<file path="src/rtl/fdiv_pkg.sv">
`default_nettype none
// fdiv_pkg: shared state encoding, datapath mux selects and operand classifiers
// for the Goldschmidt divide sequencer.

package fdiv_pkg;

  typedef enum logic [2:0] {
    ST_IDLE = 3'd0,
    ST_N0   = 3'd1,
    ST_D0   = 3'd2,
    ST_IN   = 3'd3,
    ST_ID   = 3'd4,
    ST_DONE = 3'd5
  } state_e;

  // B-mux selects
  localparam logic [1:0] SEL_NF = 2'd0;
  localparam logic [1:0] SEL_DF = 2'd1;
  localparam logic [1:0] SEL_RA = 2'd2;
  localparam logic [1:0] SEL_RB = 2'd3;

  // A-mux selects
  localparam logic SEL_IA = 1'b0;
  localparam logic SEL_RC = 1'b1;

  localparam int EXP_W = 10;

  // Classifiers take the magnitude field only; sign never matters here.
  function automatic logic is_zero(input logic [30:0] f);
    return f == 31'd0;
  endfunction

  function automatic logic is_inf(input logic [30:0] f);
    return (f[30:23] == 8'hFF) && (f[22:0] == 23'd0);
  endfunction

  function automatic logic is_nan(input logic [30:0] f);
    return (f[30:23] == 8'hFF) && (f[22:0] != 23'd0);
  endfunction

endpackage

`default_nettype wire

</file>
<file path="src/rtl/fdiv_exp.sv">
`default_nettype none
// fdiv_exp: captures quotient sign, biased exponent and special-operand flags
// on the accept cycle and holds them until the next accept.

module fdiv_exp
  import fdiv_pkg::*;
#(
  parameter int BIAS = 127
) (
  input  logic             clk,
  input  logic             rst_ni,
  input  logic             en_i,
  input  logic [31:0]      n_i,
  input  logic [31:0]      d_i,
  output logic             sign_o,
  output logic [EXP_W-1:0] exp_o,
  output logic             dz_o,
  output logic             nan_o
);

  localparam logic [EXP_W-1:0] BIAS_C = EXP_W'(BIAS);

  logic             sign_d, sign_q;
  logic [EXP_W-1:0] exp_d, exp_q;
  logic             dz_d, dz_q;
  logic             nan_d, nan_q;

  logic n_zero, d_zero, n_inf, d_inf, n_nan, d_nan;

  always_comb begin
    n_zero = is_zero(n_i[30:0]);
    d_zero = is_zero(d_i[30:0]);
    n_inf  = is_inf(n_i[30:0]);
    d_inf  = is_inf(d_i[30:0]);
    n_nan  = is_nan(n_i[30:0]);
    d_nan  = is_nan(d_i[30:0]);

    sign_d = n_i[31] ^ d_i[31];
    // Two's-complement wrap is intentional; range handling happens downstream.
    exp_d  = {2'b00, n_i[30:23]} - {2'b00, d_i[30:23]} + BIAS_C;
    dz_d   = d_zero & ~n_zero;
    nan_d  = n_nan | d_nan | (n_zero & d_zero) | (n_inf & d_inf);
  end

  always_ff @(posedge clk or negedge rst_ni) begin
    if (!rst_ni) begin
      sign_q <= 1'b0;
      exp_q  <= '0;
      dz_q   <= 1'b0;
      nan_q  <= 1'b0;
    end else if (en_i) begin
      sign_q <= sign_d;
      exp_q  <= exp_d;
      dz_q   <= dz_d;
      nan_q  <= nan_d;
    end
  end

  assign sign_o = sign_q;
  assign exp_o  = exp_q;
  assign dz_o   = dz_q;
  assign nan_o  = nan_q;

endmodule

`default_nettype wire

</file>
<file path="src/rtl/fdiv_ctrl.sv">
`default_nettype none
// fdiv_ctrl: sequences the Goldschmidt datapath through N0/D0 and ITERS
// refinement passes, then pulses done; all outputs decode from registered state.

module fdiv_ctrl
  import fdiv_pkg::*;
#(
  parameter int ITERS = 3,
  parameter int BIAS  = 127
) (
  input  logic             clk,
  input  logic             reset,
  input  logic             start,
  input  logic [31:0]      N,
  input  logic [31:0]      D,
  output logic             ready,
  output logic             op,
  output logic [1:0]       rm,
  output logic             ena,
  output logic             enb,
  output logic             enc,
  output logic             done,
  output logic             q_sign,
  output logic [EXP_W-1:0] q_exp,
  output logic             dz,
  output logic             nan
);

  localparam logic [2:0] LAST_CNT = 3'(ITERS - 1);

  state_e     state_d, state_q;
  logic [2:0] cnt_d, cnt_q;
  logic       accept;

  assign accept = start && (state_q == ST_IDLE);

  always_ff @(posedge clk or negedge reset) begin
    if (!reset) begin
      state_q <= ST_IDLE;
      cnt_q   <= 3'd0;
    end else begin
      state_q <= state_d;
      cnt_q   <= cnt_d;
    end
  end

  always_comb begin
    state_d = state_q;
    cnt_d   = cnt_q;
    ready   = 1'b0;
    op      = SEL_IA;
    rm      = SEL_NF;
    ena     = 1'b0;
    enb     = 1'b0;
    enc     = 1'b0;
    done    = 1'b0;

    case (state_q)
      ST_IDLE: begin
        ready = 1'b1;
        if (start) begin
          state_d = ST_N0;
          cnt_d   = 3'd0;
        end
      end
      ST_N0: begin
        ena     = 1'b1;
        state_d = ST_D0;
      end
      ST_D0: begin
        rm      = SEL_DF;
        enb     = 1'b1;
        enc     = 1'b1;
        state_d = ST_IN;
      end
      ST_IN: begin
        op      = SEL_RC;
        rm      = SEL_RA;
        ena     = 1'b1;
        state_d = (cnt_q == LAST_CNT) ? ST_DONE : ST_ID;
      end
      ST_ID: begin
        op      = SEL_RC;
        rm      = SEL_RB;
        enb     = 1'b1;
        enc     = 1'b1;
        cnt_d   = cnt_q + 3'd1;
        state_d = ST_IN;
      end
      ST_DONE: begin
        done    = 1'b1;
        state_d = ST_IDLE;
      end
      default: state_d = ST_IDLE;
    endcase
  end

  fdiv_exp #(
    .BIAS(BIAS)
  ) u_exp (
    .clk    (clk),
    .rst_ni (reset),
    .en_i   (accept),
    .n_i    (N),
    .d_i    (D),
    .sign_o (q_sign),
    .exp_o  (q_exp),
    .dz_o   (dz),
    .nan_o  (nan)
  );

endmodule

`default_nettype wire

</file>
<file path="config.mk">
export PLATFORM = sky130hd
export DESIGN_NAME = fdiv_ctrl
export DESIGN_NICKNAME = d
export VERILOG_FILES = /design/src/rtl/fdiv_pkg.sv /design/src/rtl/fdiv_exp.sv /design/src/rtl/fdiv_ctrl.sv
export SDC_FILE = /design/constraint.sdc
export NUM_CORES = 1
export LEC_CHECK = 0
export CAP_MARGIN = 20
export CORE_ASPECT_RATIO = 2
export CORE_MARGIN = 2
export CORE_UTILIZATION = 35
export DETAILED_ROUTE_END_ITERATION = 6
export GPL_TIMING_DRIVEN = 0
export HOLD_SLACK_MARGIN = 0.06
export PLACE_DENSITY = 0.73
export SLEW_MARGIN = 20
export SYNTH_ARGS = -nofsm -noshare
export SYNTH_HDL_FRONTEND = slang
export SYNTH_HIERARCHICAL = 1
export SYNTH_SLANG_ARGS = --single-unit
</file>
<file path="constraint.sdc">
create_clock -name clk -period 5.86 [get_ports clk]
set_input_delay 1.172 -clock clk [delete_from_list [all_inputs] [get_ports clk]]
set_output_delay 1.172 -clock clk [all_outputs]
set_load 0.05 [all_outputs]
</file>
Yosys cells after proc, flatten, opt, wreduce, memory -nomap -nowiden
Index checks and enable logic that the tools add are counted.
Widths: inputs -> output; s select.

operators by class
  add/sub/neg operators = 3
  equality and inequality tests = 9
  mux-type cells = 11
  bitwise logic cells = 8
  reductions and logical operators = 17

operators with widths
  cell                   number
  $logic_not 31->1       2
  $logic_not 23->1       2
  $reduce_bool 23->1     2
  $eq 8x8->1 const B     2
  $pmux 3 s4             1
  $add 10x7->10 const B  1
  $eq 3x2->1 const B     3
  $sub 8x8->9            1
  $eq 3x3->1 const B     2
  $mux 1                 6
  $mux 3                 2
  $pmux 2 s3             1
  $pmux 3 s2             1
  $reduce_or 2->1        3
  $logic_and 1x1->1      5
  $add 3x1->3 const B    1
  $and 1x1->1            3
  $eq 3x1->1 const B     1
  $logic_not 3->1        1
  $or 1x1->1             3
  $ne 2x2->1 const B     1
  $reduce_and 2->1       1
  $reduce_bool 2->1      1
  $not 1->1              1
  $xor 1x1->1            1

word-level totals
  register bits = 19
  output and inout bits = 21
  logic and storage cells = 54

Logic depth before layout (Yosys ltp)
  word-level depth = 5
  depth in mapped cells = 10
  gate-level depth less buffers = 10

Modules after synthesis
Netlist, hierarchy kept.

modules (own cells, without submodules)
  module     times used  cells each  area each (um^2)  seq. area each (um^2)
  fdiv_exp   1           156         1287.5            325.3
  fdiv_ctrl  1           38          369.1             150.1

Worst setup path after synthesis
No wires, ideal clock.

  path kind = reg-to-output
  start point = register state_q[0]
  end point = output port rm[1]
  data arrival time = 2036 ps
  setup slack = 2652 ps
  cell stages (with the launch flop) = 6
  path buffers = 2
  cells stage by stage = dfrtp_1 -> buf_6 -> nor2b_1 -> nand2_1 -> nand2_1 -> buf_4

between the ends
  word-level cells in the longest chain between the ends = 2
  elaborated cells between the ends (all ways) = 4
  those cells by class = eq/ne: 3; mux: 1

RTL lines
  what                                      RTL line         source
  start, declared                           fdiv_ctrl.sv:31  state_e state_d, state_q;
  start signal, assigned                    fdiv_ctrl.sv:42  state_q <= state_d;
  $eq 3x3->1 or $eq 3x2->1 (tied branches)  fdiv_ctrl.sv:58  case (state_q)
  $pmux 2 s3 *                              fdiv_ctrl.sv:58
  end, declared                             fdiv_ctrl.sv:18  output logic [1:0] rm,

Mark *: on every way between the ends. The rest lies on a longest branch, timed or not.

Worst setup path after layout
  start point = input port D[25]
  end point = register u_exp.exp_q[8], in the netlist u_exp/exp_o[8]

between the ends
  word-level cells in the longest chain between the ends = 2

RTL lines
  what                  RTL line         source
  start, declared       fdiv_ctrl.sv:15  input logic [31:0] D,
  $sub 8x8->9           fdiv_exp.sv:40   exp_d = {2'b00, n_i[30:23]} - {2'b00, d_i[30:23]} + BIAS_C;
  $add 10x7->10         fdiv_exp.sv:40
  end signal, assigned  fdiv_exp.sv:53   exp_q <= exp_d;
  end, declared         fdiv_exp.sv:24   logic [EXP_W-1:0] exp_d, exp_q;

No other way between the ends.
A chain may end at the register's enable or synchronous reset.

==> summary.txt <==
Pwr
  – Design Power: 1.01 mW
  – Leakage power: 1.07 nW
  – P per Cell Area: 384 nW/um2
  – Max VDD drop: 0.000272 V

Setup path
  – Delay-heaviest family, CP: compound AO/OA/AOI/OAI gates
  – Crit path required time: 5.97 ns
  – Crit end category: flop
  – Worst EP arrival: 3.80 ns
  – Critical path startpoint category: input pin
  – Worst path slowest cell: clkdlybuf4s50_1
  – Critical-path cell list: clkdlybuf4s50_1 > inv_1 > ha_1 > clkbuf_1 > o21a_1 > o21a_4 > or2_4 > o311ai_4 > nor2b_1 > a2111oi_0 > nor3_1
  – Worst Path Max Fanout: 6
  – Worst path max stage delay: 0.52 ns
  – WP buf/inv: 3
  – Critical path class: in -> reg

Clock tree
  – CTS hold repair buffers: 0
  – Sinks on the clock net: 19
  – Worst skew pair latency: 0.25 ns
  – TritonCTS buffer count: 3
  – Clock Tree Root: clkbuf_8
  – Max clock buf depth: 2
  – Setup bufs post-CTS: 0
  – H-tree levels: 1
  – CTS tree: yes
  – # resized after CTS: 0
  – Reg clk slew, reported paths: 0.06 ns

Drt
  – Highest routed layer: met4
  – Drt pass-1 iters: 4
  – Routed wl met3: 139 um
  – Routed Antenna Nets: 0
  – Wire length per cell: 13.7 um
  – # DRC: 0
  – Vias: 1743
  – Vias/cell: 5.13
  – DRT Wirelength: 4.66 mm
  – Met2 Wirelength: 2.72 mm
  – Iter 0 DRT Violations: 21
  – WL met1: 1.73 mm

Die
  – Die Y: 101 um
  – Row cnt: 35
  – Starting density of the core: 36.0%
  – Core Box Area: 4600 um2
  – Die width: 52.6 um
  – Die Footprint: 5330 um2
  – Top-Level Pins: 88

Logic synthesis
  – Ys flop type: dfrtp_1
  – Cell taking the most area after synthesis: dfrtp_1
  – Yosys warns: 6
  – Synth Register Bits: 19
  – Number of library cell types mapped by synthesis: 52
  – Post-synthesis sequential area ratio: 28.7%
  – Syn_nets: 273
  – Synthesized area: 1660 um2
  – Synth area leaders: dfrtp_1 (29%), ha_1 (9.1%), nor4_1 (5.7%)
  – Asr flop ratio synth: 100%
  – Post-synth top area share: 28.7%
  – Synth Area per Inst: 8.54 um2
  – Number of synthesized flops with an enable pin: 0
  – Syn Inst Count: 194

Timing
  – Slew @ Worst Pin: 0.832 ns
  – Finish-stage setup viols: 0
  – Setup Skew: 0.00820 ns
  – Tmin final: 3.69 ns
  – Rel. slew slack: 44.4%
  – Max Slew Vio Count: 0
  – RSZ-0062 raised after global routing: false
  – Setup ws final: 2.17 ns
  – Setup_tns: 0 ns
  – Hold Violations, Final: 0
  – Fmax: 0.271 GHz
  – Post-route clock period utilization: 63.0%

Placed design
  – Post-DP HPWL: 4.09 mm
  – Gpl congestion: 0.784
  – Setup WS pre-CTS: 1.95 ns
  – Placed insts: 336
  – Port buffer count: 87

GRT
  – Global-route wire length before repair: 7.65 mm
  – Pin count of the biggest net entering global routing: 20
  – Number of global-route vias before repair: 1640
  – Initial antenna violation count: 0
  – Overflow after GRT: 0
  – Gr usage total: 18.3%

Run status
  – Status: finished, final reports clean

Final layout
  – Multi-input gate area: 1070 um2
  – Post-route insts no fill: 340
  – Fill count: 459
  – Register area: 475 um2
  – Layout area overhead: 59.4%
  – Nets: 365
  – Antenna Diode Count: 0
  – Share of cells above drive strength 1: 7.72%
  – Utilization after layout: 57.4%

Run
  – Max Cap Viol: 0

Hold path
  – Hold Crit Class: reg -> reg
-- power breakdown --
part | internal (mW) | leakage (nW) | switching, mW
Combinational | 0.281 | 0.816 | 0.421
Sequential | 0.189 | 0.233 | 0.0370
Clock | 0.0481 | 0.0228 | 0.0372
Total | 0.518 | 1.07 | 0.496
-- worst min-delay path, cell delays in order, from the launching register on --
cell     delay [ns]
dfrtp_1        0.35
nand2_1        0.05
o21ai_0        0.07
-- final cells by class --
class | count | area share [%]
plain buffers | 9 | 2.18
multi-input cells | 152 | 40.5
well taps | 55 | 2.61
repair buffers | 87 | 33.0
clock buffers | 4 | 1.71
flip-flops and latches | 19 | 18.0
inverters | 14 | 1.99
-- registers in the layout (all words and copies together) (netlist names) --
signal        flops
u_exp/exp_o      10
u_exp/sign_o      1
cnt_q             3
state_q           3
u_exp/nan_o       1
u_exp/dz_o        1
-- final timing paths --
path,startpoint,to,slack [ns],cells past startpoint
setup / recovery,D[25],u_exp/exp_o[8]$_DFFE_PN0P_,2.17,11
hold / removal,u_exp/exp_o[1]$_DFFE_PN0P_,u_exp/exp_o[1]$_DFFE_PN0P_,0.50,2
setup reg to reg,state_q[2]$_DFFE_PN0P_,u_exp/nan_o$_DFFE_PN0P_,3.40,8
hold reg to reg,u_exp/exp_o[1]$_DFFE_PN0P_,u_exp/exp_o[1]$_DFFE_PN0P_,0.50,2
max in group asynchronous,reset,cnt_q[2]$_DFFE_PN0P_,3.94,1
min in group asynchronous,reset,cnt_q[1]$_DFFE_PN0P_,1.40,1
-- layout by cell type, fill, tap and decap left out, drive strengths merged, types with 2 or more instances in the layout --
| master | netlist | routed |
|---|---|---|
| a211oi | 2 | 2 |
| a21o | 3 | 3 |
| a21oi | 9 | 9 |
| a22o | 2 | 2 |
| and2 | 3 | 3 |
| and3 | 2 | 2 |
| buf | 5 | 5 |
| clkbuf | 4 | 8 |
| clkdlybuf4s50 | 0 | 87 |
| dfrtp | 19 | 19 |
| ha | 12 | 12 |
| inv | 14 | 14 |
| mux2 | 4 | 4 |
| nand2 | 11 | 11 |
| nand2b | 4 | 4 |
| nand4 | 8 | 8 |
| nor2 | 16 | 16 |
| nor2b | 4 | 4 |
| nor3 | 8 | 8 |
| nor4 | 15 | 15 |
| o211ai | 2 | 2 |
| o21a | 4 | 4 |
| o21ai | 8 | 8 |
| o22a | 2 | 2 |
| o2bb2ai | 2 | 2 |
| o311ai | 2 | 2 |
| or2 | 2 | 2 |
| xnor2 | 8 | 8 |
| xor2 | 3 | 3 |
-- stage by stage --
stage                     hold WS [ns]  area, um2
after detailed placement         0.487       2600
after CTS                        0.502       2640
after global placement           0.475       2600
after floorplan                  0.485       1660
final                            0.504       2640
after global routing             0.527       2640
-- cells in the mapped netlist (7+ instances only) --
| cell | count |
|---|---|
| dfrtp_1 | 19 |
| nor2_1 | 15 |
| nor4_1 | 15 |
| inv_1 | 14 |
| ha_1 | 12 |
| nand2_1 | 11 |
| a21oi_1 | 9 |
| nand4_1 | 8 |
| nor3_1 | 8 |
| xnor2_1 | 8 |
| o21ai_0 | 7 |
-- layer usage --
layer  vias to the layer above  global-route usage [%]
met2                        37                    35.0
met5                         -                       0
li1                        891                       -
met1                       809                    20.2
met4                         0                    4.73
met3                         6                    2.21
-- cell families (layout without fill, tap and decap cells) --
family / Yosys count / after routing / share of synthesized area [%]
compound gates: 43 / 43 / 19.2
mux: 4 / 4 / 2.72
fa+ha+maj: 13 / 13 / 9.74
xor+xnor: 11 / 11 / 5.82
buf+inv: 23 / 114 / 6.65
flops: 19 / 19 / 28.7
simple gates: 81 / 81 / 27.2
Note: power is estimated with default switching activity, not from simulation.
